## src/rtl/seven_segment_pkg.sv

```systemverilog
// Segment codes and scan-rate helper for the multiplexed 7-segment driver.
// Codes are active-low {dp,g,f,e,d,c,b,a} with the decimal point off.
package seven_segment_pkg;

  localparam logic [7:0] SEG_0     = 8'hC0;
  localparam logic [7:0] SEG_1     = 8'hF9;
  localparam logic [7:0] SEG_2     = 8'hA4;
  localparam logic [7:0] SEG_3     = 8'hB0;
  localparam logic [7:0] SEG_4     = 8'h99;
  localparam logic [7:0] SEG_5     = 8'h92;
  localparam logic [7:0] SEG_6     = 8'h82;
  localparam logic [7:0] SEG_7     = 8'hF8;
  localparam logic [7:0] SEG_8     = 8'h80;
  localparam logic [7:0] SEG_9     = 8'h90;
  localparam logic [7:0] SEG_A     = 8'h88;
  localparam logic [7:0] SEG_B     = 8'h83;
  localparam logic [7:0] SEG_C     = 8'hC6;
  localparam logic [7:0] SEG_D     = 8'hA1;
  localparam logic [7:0] SEG_E     = 8'h86;
  localparam logic [7:0] SEG_F     = 8'h8E;
  localparam logic [7:0] SEG_BLANK = 8'hFF;

  // Clock cycles each digit stays lit; never below one so the scan always advances.
  function automatic int ticks_per_digit(input int clk_per, input int refr_rate,
                                         input int num_seg);
    longint denom;
    longint q;
    denom = longint'(clk_per) * longint'(refr_rate) * longint'(num_seg);
    q = 64'sd1_000_000_000 / denom;
    if (q < 64'sd1) begin
      return 1;
    end
    return int'(q);
  endfunction

endpackage

```

## src/rtl/hex_to_cathode.sv

```systemverilog
// Combinational hex nibble to active-low {g,f,e,d,c,b,a} segment decoder.
module hex_to_cathode
  import seven_segment_pkg::*;
(
  input  logic [3:0] hex,
  output logic [6:0] seg_n
);

  always_comb begin
    seg_n = SEG_BLANK[6:0];
    case (hex)
      4'h0: seg_n = SEG_0[6:0];
      4'h1: seg_n = SEG_1[6:0];
      4'h2: seg_n = SEG_2[6:0];
      4'h3: seg_n = SEG_3[6:0];
      4'h4: seg_n = SEG_4[6:0];
      4'h5: seg_n = SEG_5[6:0];
      4'h6: seg_n = SEG_6[6:0];
      4'h7: seg_n = SEG_7[6:0];
      4'h8: seg_n = SEG_8[6:0];
      4'h9: seg_n = SEG_9[6:0];
      4'hA: seg_n = SEG_A[6:0];
      4'hB: seg_n = SEG_B[6:0];
      4'hC: seg_n = SEG_C[6:0];
      4'hD: seg_n = SEG_D[6:0];
      4'hE: seg_n = SEG_E[6:0];
      4'hF: seg_n = SEG_F[6:0];
      default: seg_n = SEG_BLANK[6:0];
    endcase
  end

endmodule

```

## src/rtl/seven_segment.sv

```systemverilog
// Round-robin scan driver for a common-anode, active-low multi-digit display.
// Optional per-digit decimal point input enabled by macro SEVEN_SEGMENT_DP_EN.
module seven_segment
  import seven_segment_pkg::*;
#(
  parameter int NUM_SEGMENTS = 8,
  parameter int CLK_PER      = 10,
  parameter int REFR_RATE    = 1000
) (
  input  logic                      Clk,
  input  logic                      Reset,
  input  logic [4*NUM_SEGMENTS-1:0] encoded,
`ifdef SEVEN_SEGMENT_DP_EN
  input  logic [NUM_SEGMENTS-1:0]   dp,
`endif
  output logic [NUM_SEGMENTS-1:0]   anode,
  output logic [7:0]                cathode
);

  localparam int DIGIT_TICKS = ticks_per_digit(CLK_PER, REFR_RATE, NUM_SEGMENTS);
  localparam int CNT_W       = (DIGIT_TICKS > 1) ? $clog2(DIGIT_TICKS) : 1;
  localparam int IDX_W       = (NUM_SEGMENTS > 1) ? $clog2(NUM_SEGMENTS) : 1;
  localparam logic [CNT_W-1:0] TICK_LAST = CNT_W'(DIGIT_TICKS - 1);
  localparam logic [IDX_W-1:0] IDX_LAST  = IDX_W'(NUM_SEGMENTS - 1);

  logic [CNT_W-1:0]        tick_p0;
  logic [IDX_W-1:0]        idx_p0;
  logic [CNT_W-1:0]        tick_nxt;
  logic [IDX_W-1:0]        idx_nxt;
  logic [3:0]              nib;
  logic [6:0]              seg_n;
  logic                    dp_n;
  logic [NUM_SEGMENTS-1:0] anode_nxt;
  logic [7:0]              cathode_nxt;
  logic [NUM_SEGMENTS-1:0] anode_p1;
  logic [7:0]              cathode_p1;

  // Stage p0: dwell counter and active digit index
  always_comb begin
    tick_nxt = tick_p0 + CNT_W'(1);
    idx_nxt  = idx_p0;
    if (tick_p0 == TICK_LAST) begin
      tick_nxt = '0;
      idx_nxt  = (idx_p0 == IDX_LAST) ? '0 : idx_p0 + IDX_W'(1);
    end
  end

  always_comb begin
    nib = encoded[4*(NUM_SEGMENTS-1-int'(idx_p0)) +: 4];
  end

  hex_to_cathode u_dec (
    .hex   (nib),
    .seg_n (seg_n)
  );

  always_comb begin
`ifdef SEVEN_SEGMENT_DP_EN
    dp_n = ~dp[idx_p0];
`else
    dp_n = 1'b1;
`endif
    anode_nxt         = '1;
    anode_nxt[idx_p0] = 1'b0;
    cathode_nxt       = {dp_n, seg_n};
  end

  // Stage p1: anode and cathode registered together so a digit never shows its neighbour's code
  always_ff @(posedge Clk) begin
    if (Reset) begin
      tick_p0    <= '0;
      idx_p0     <= '0;
      anode_p1   <= '1;
      cathode_p1 <= SEG_BLANK;
    end else begin
      tick_p0    <= tick_nxt;
      idx_p0     <= idx_nxt;
      anode_p1   <= anode_nxt;
      cathode_p1 <= cathode_nxt;
    end
  end

  assign anode   = anode_p1;
  assign cathode = cathode_p1;

endmodule

```

## config.mk

```make
export PLATFORM = sky130hd
export DESIGN_NAME = seven_segment
export DESIGN_NICKNAME = d
export VERILOG_FILES = /design/src/rtl/seven_segment_pkg.sv /design/src/rtl/hex_to_cathode.sv /design/src/rtl/seven_segment.sv
export SDC_FILE = /design/constraint.sdc
export NUM_CORES = 1
export LEC_CHECK = 0
export CAP_MARGIN = 20
export CORE_MARGIN = 5
export CORE_UTILIZATION = 40
export DETAILED_ROUTE_END_ITERATION = 8
export PLACE_DENSITY = 0.72
export SKIP_LAST_GASP = 1
export SLEW_MARGIN = 20
export SYNTH_ARGS = -nofsm -noshare
export SYNTH_HDL_FRONTEND = slang
export SYNTH_SLANG_ARGS = --single-unit
```

## constraint.sdc

```tcl
create_clock -name Clk -period 2.3 [get_ports Clk]
set_input_delay 0.46 -clock Clk [delete_from_list [all_inputs] [get_ports Clk]]
set_output_delay 0.46 -clock Clk [all_outputs]
set_load 0.01 [all_outputs]
```

==> results.sh <==
export IMPL_post_dp_hpwl_microns=2870
export IMPL_io_pins=50
export IMPL_synth_fp_nets=215
export IMPL_start_util_pct=41.6
export IMPL_synthesis_area_sq_mm=0.00169
export IMPL_synth_edff_count=0
export IMPL_min_path_type="reg -> reg"
export IMPL_viasPerCell=5.05
export IMPL_slew_violations=0
export IMPL_post_route_period_util_pct=95.0
export IMPL_whs_path_depth=1
export IMPL_cts_hold_buf=0
export IMPL_netlist_instances=172
export IMPL_clockRootBuffer="clkbuf_8"
export IMPL_skew_ns=0.00450
export IMPL_wl_per_cell_microns=13.1
export IMPL_wl_met2_microns=1850
export IMPL_required_ns=2.52
export IMPL_grt_max_degree=15
export IMPL_ys_types=43
export IMPL_final_hold_viol_count=0
export IMPL_multi_input_area_sq_mm=0.00101
export IMPL_vias=1435
export IMPL_antenna_found_initial=0
export IMPL_drtIter0Drc=77
export IMPL_rsz0062_at_grt="false"
export IMPL_grt_pass1_wl_microns=6320
export IMPL_cp_data_arrival_time_ns=2.41
export IMPL_die_area_sq_mm=0.00562
export IMPL_worst_slack_ns=0.114
export IMPL_synth_seq_area_share_pct=37.9
export IMPL_synthTopCellsByCount="32 x dfxtp_1, 23 x nor2_1, 16 x nand2_1"
export IMPL_setup_violations=0
export IMPL_nNetsFinal=276
export IMPL_clockBufferDepth=2
export IMPL_power_per_cell_area_mw_per_mm2=528
export IMPL_core_sq_mm=0.00406
export IMPL_path_clk_slew_ns=0.07
export IMPL_grt_total_usage_pct=14.8
export IMPL_period_minus_slack_ns=2.19
export IMPL_die_w_microns=75.0
export IMPL_fillers=359
export IMPL_regArea_sq_um=642
export IMPL_drt_pre_antenna_iters=4
export IMPL_ir_drop_mv=0.255
export IMPL_gp_congestion=0.782
export IMPL_cts_tree="yes"
export IMPL_synth_ff_type="dfxtp_1"
export IMPL_status="complete, no violations"
export IMPL_dr_wl_met3_microns=246
export IMPL_drive_above_1_share_pct=16.2
export IMPL_yosys_warnings=0
export IMPL_crit_fanout=6
export IMPL_clkSinkCount=32
export IMPL_worstSetupPathType="in -> reg"
export IMPL_drc=0
export IMPL_p_leak_nw=0.947
export IMPL_placementRows=23
export IMPL_end_kind="flop"
export IMPL_synthArstFlopShare_pct=0
export IMPL_antenna_diode_count=0
export IMPL_syn_area_per_cell_sq_um=9.82
export IMPL_synth_most_common_cell="dfxtp_1"
export IMPL_drtAntennaViolNets=0
export IMPL_fmax_mhz=458
export IMPL_wl_met1_microns=1560
export IMPL_reg2reg_depth=7
export IMPL_cts_htree_levels=2
export IMPL_dieHeight_microns=75.0
export IMPL_first_global_vias=1453
export IMPL_area_growth_pct=44.5
export IMPL_hold_ws_ns=0.450
export IMPL_worstSetupStartpointType="input port"
export IMPL_synth_area_top_cells="dfxtp_1 38%, mux4_2 8.0%, ha_1 6.7%"
export IMPL_routed_wl_microns=3710
export IMPL_clock_latency_ns=0.29
export IMPL_drv_cap=0
export IMPL_portBuffers=48
export IMPL_yosysTopAreaCell="dfxtp_1"
export IMPL_gr_total_overflow=0
export IMPL_pre_cts_ws_ns=-0.216
export IMPL_ys_ff_latch=32
export IMPL_top_layer_used="met4"
export IMPL_cts_buffers=5
export IMPL_synth_top_area_share_pct=37.9
-- metal layers --
| metal | track usage (%) | vias up |
|---|---|---|
| met4 | 7.11 | 0 |
| met2 | 25.2 | 47 |
| met5 | 0 | - |
| li1 | - | 722 |
| met1 | 17.3 | 661 |
| met3 | 3.87 | 5 |
-- logic make-up (layout without fill, tap and decap cells) --
logic type	after synthesis	count (layout)	synth area share, %
muxes	20	20	17.2
buffers and inverters	14	76	4.22
other	1	1	0.222
AOI/OAI and AO/OA	13	13	7.04
and+or+nand+nor	71	71	20.5
xor gates and xnor gates	12	12	6.22
DFF	32	32	37.9
adders and majority gates	9	9	6.67
-- per-stage QoR --
| stage | cells | instance area [sq um] | power (mW) | utilization, % | setup TNS, ns |
|---|---|---|---|---|---|
| 2_1_floorplan | 172 | 1710 | 0.668 | - | 0 |
| 3_3_place_gp | 276 | 2320 | 0.770 | 57.1 | -0.439 |
| 3_5_place_dp | 276 | 2320 | 0.774 | 57.1 | -0.695 |
| 4_1_cts | 284 | 2430 | 1.31 | 59.8 | 0 |
| 5_1_grt | 284 | 2440 | 1.36 | 60.2 | 0 |
| 6_report | 284 | 2440 | 1.29 | 60.2 | 0 |
-- timing repair --
action | CTS | global route
hold endpoints to repair | 0 | 0
setup endpoints to repair | 1 | 1
resized for setup | 1 | 2
setup buffers | 0 | 0
-- critical path: stages --
cell	delay (ns)
clkdlybuf4s50_1	0.40
mux4_2	0.50
mux2i_4	0.16
buf_4	0.14
ha_1	0.28
nor2_1	0.08
a31o_1	0.23
nor3_2	0.16
-- report_power, final --
group          switching, mW  internal, mW
logic                 0.0710         0.115
clock network          0.205         0.321
registers            0.00653         0.571
-- path summary, 6_finish.rpt --
kind                              endpoint  slack [ns]       start
worst max-delay path            cathode[0]        0.11  encoded[1]
worst min-delay path            tick_p0[0]        0.45  tick_p0[0]
worst max register to register  cathode[0]        0.18   idx_p0[0]
worst min register to register  tick_p0[0]        0.45  tick_p0[0]
-- registers in the layout, indices dropped and copies added, names as in the netlist --
| register | count |
|---|---|
| anode | 8 |
| cathode | 7 |
| idx_p0 | 3 |
| tick_p0 | 14 |
-- area by class of cell --
cell class	instances	share of cell area (%)
Timing Repair Buffer	62	24.5
Clock buffer	6	2.97
Multi-Input combinational cell	126	41.3
Clock inverter	2	1.44
Tap cell	50	2.56
Sequential cell	32	26.3
Inverter	6	0.923
-- layout by cell type (no fill, tap or decap), types with 2 or more instances in the layout --
cell	Yosys	final
and2_1	2	2
and3_1	3	3
buf_4	2	13
clkbuf_8	0	5
clkdlybuf4s50_1	0	48
dfxtp_1	32	31
ha_1	9	8
inv_1	6	6
mux2i_1	11	9
mux2i_4	1	2
mux4_2	6	6
nand2_1	16	16
nand3_1	9	9
nor2_1	23	23
nor2b_1	5	5
nor3_1	5	5
o211ai_1	2	2
xnor2_1	8	8
xor2_1	4	4
Power figures use the tool's default switching activity.
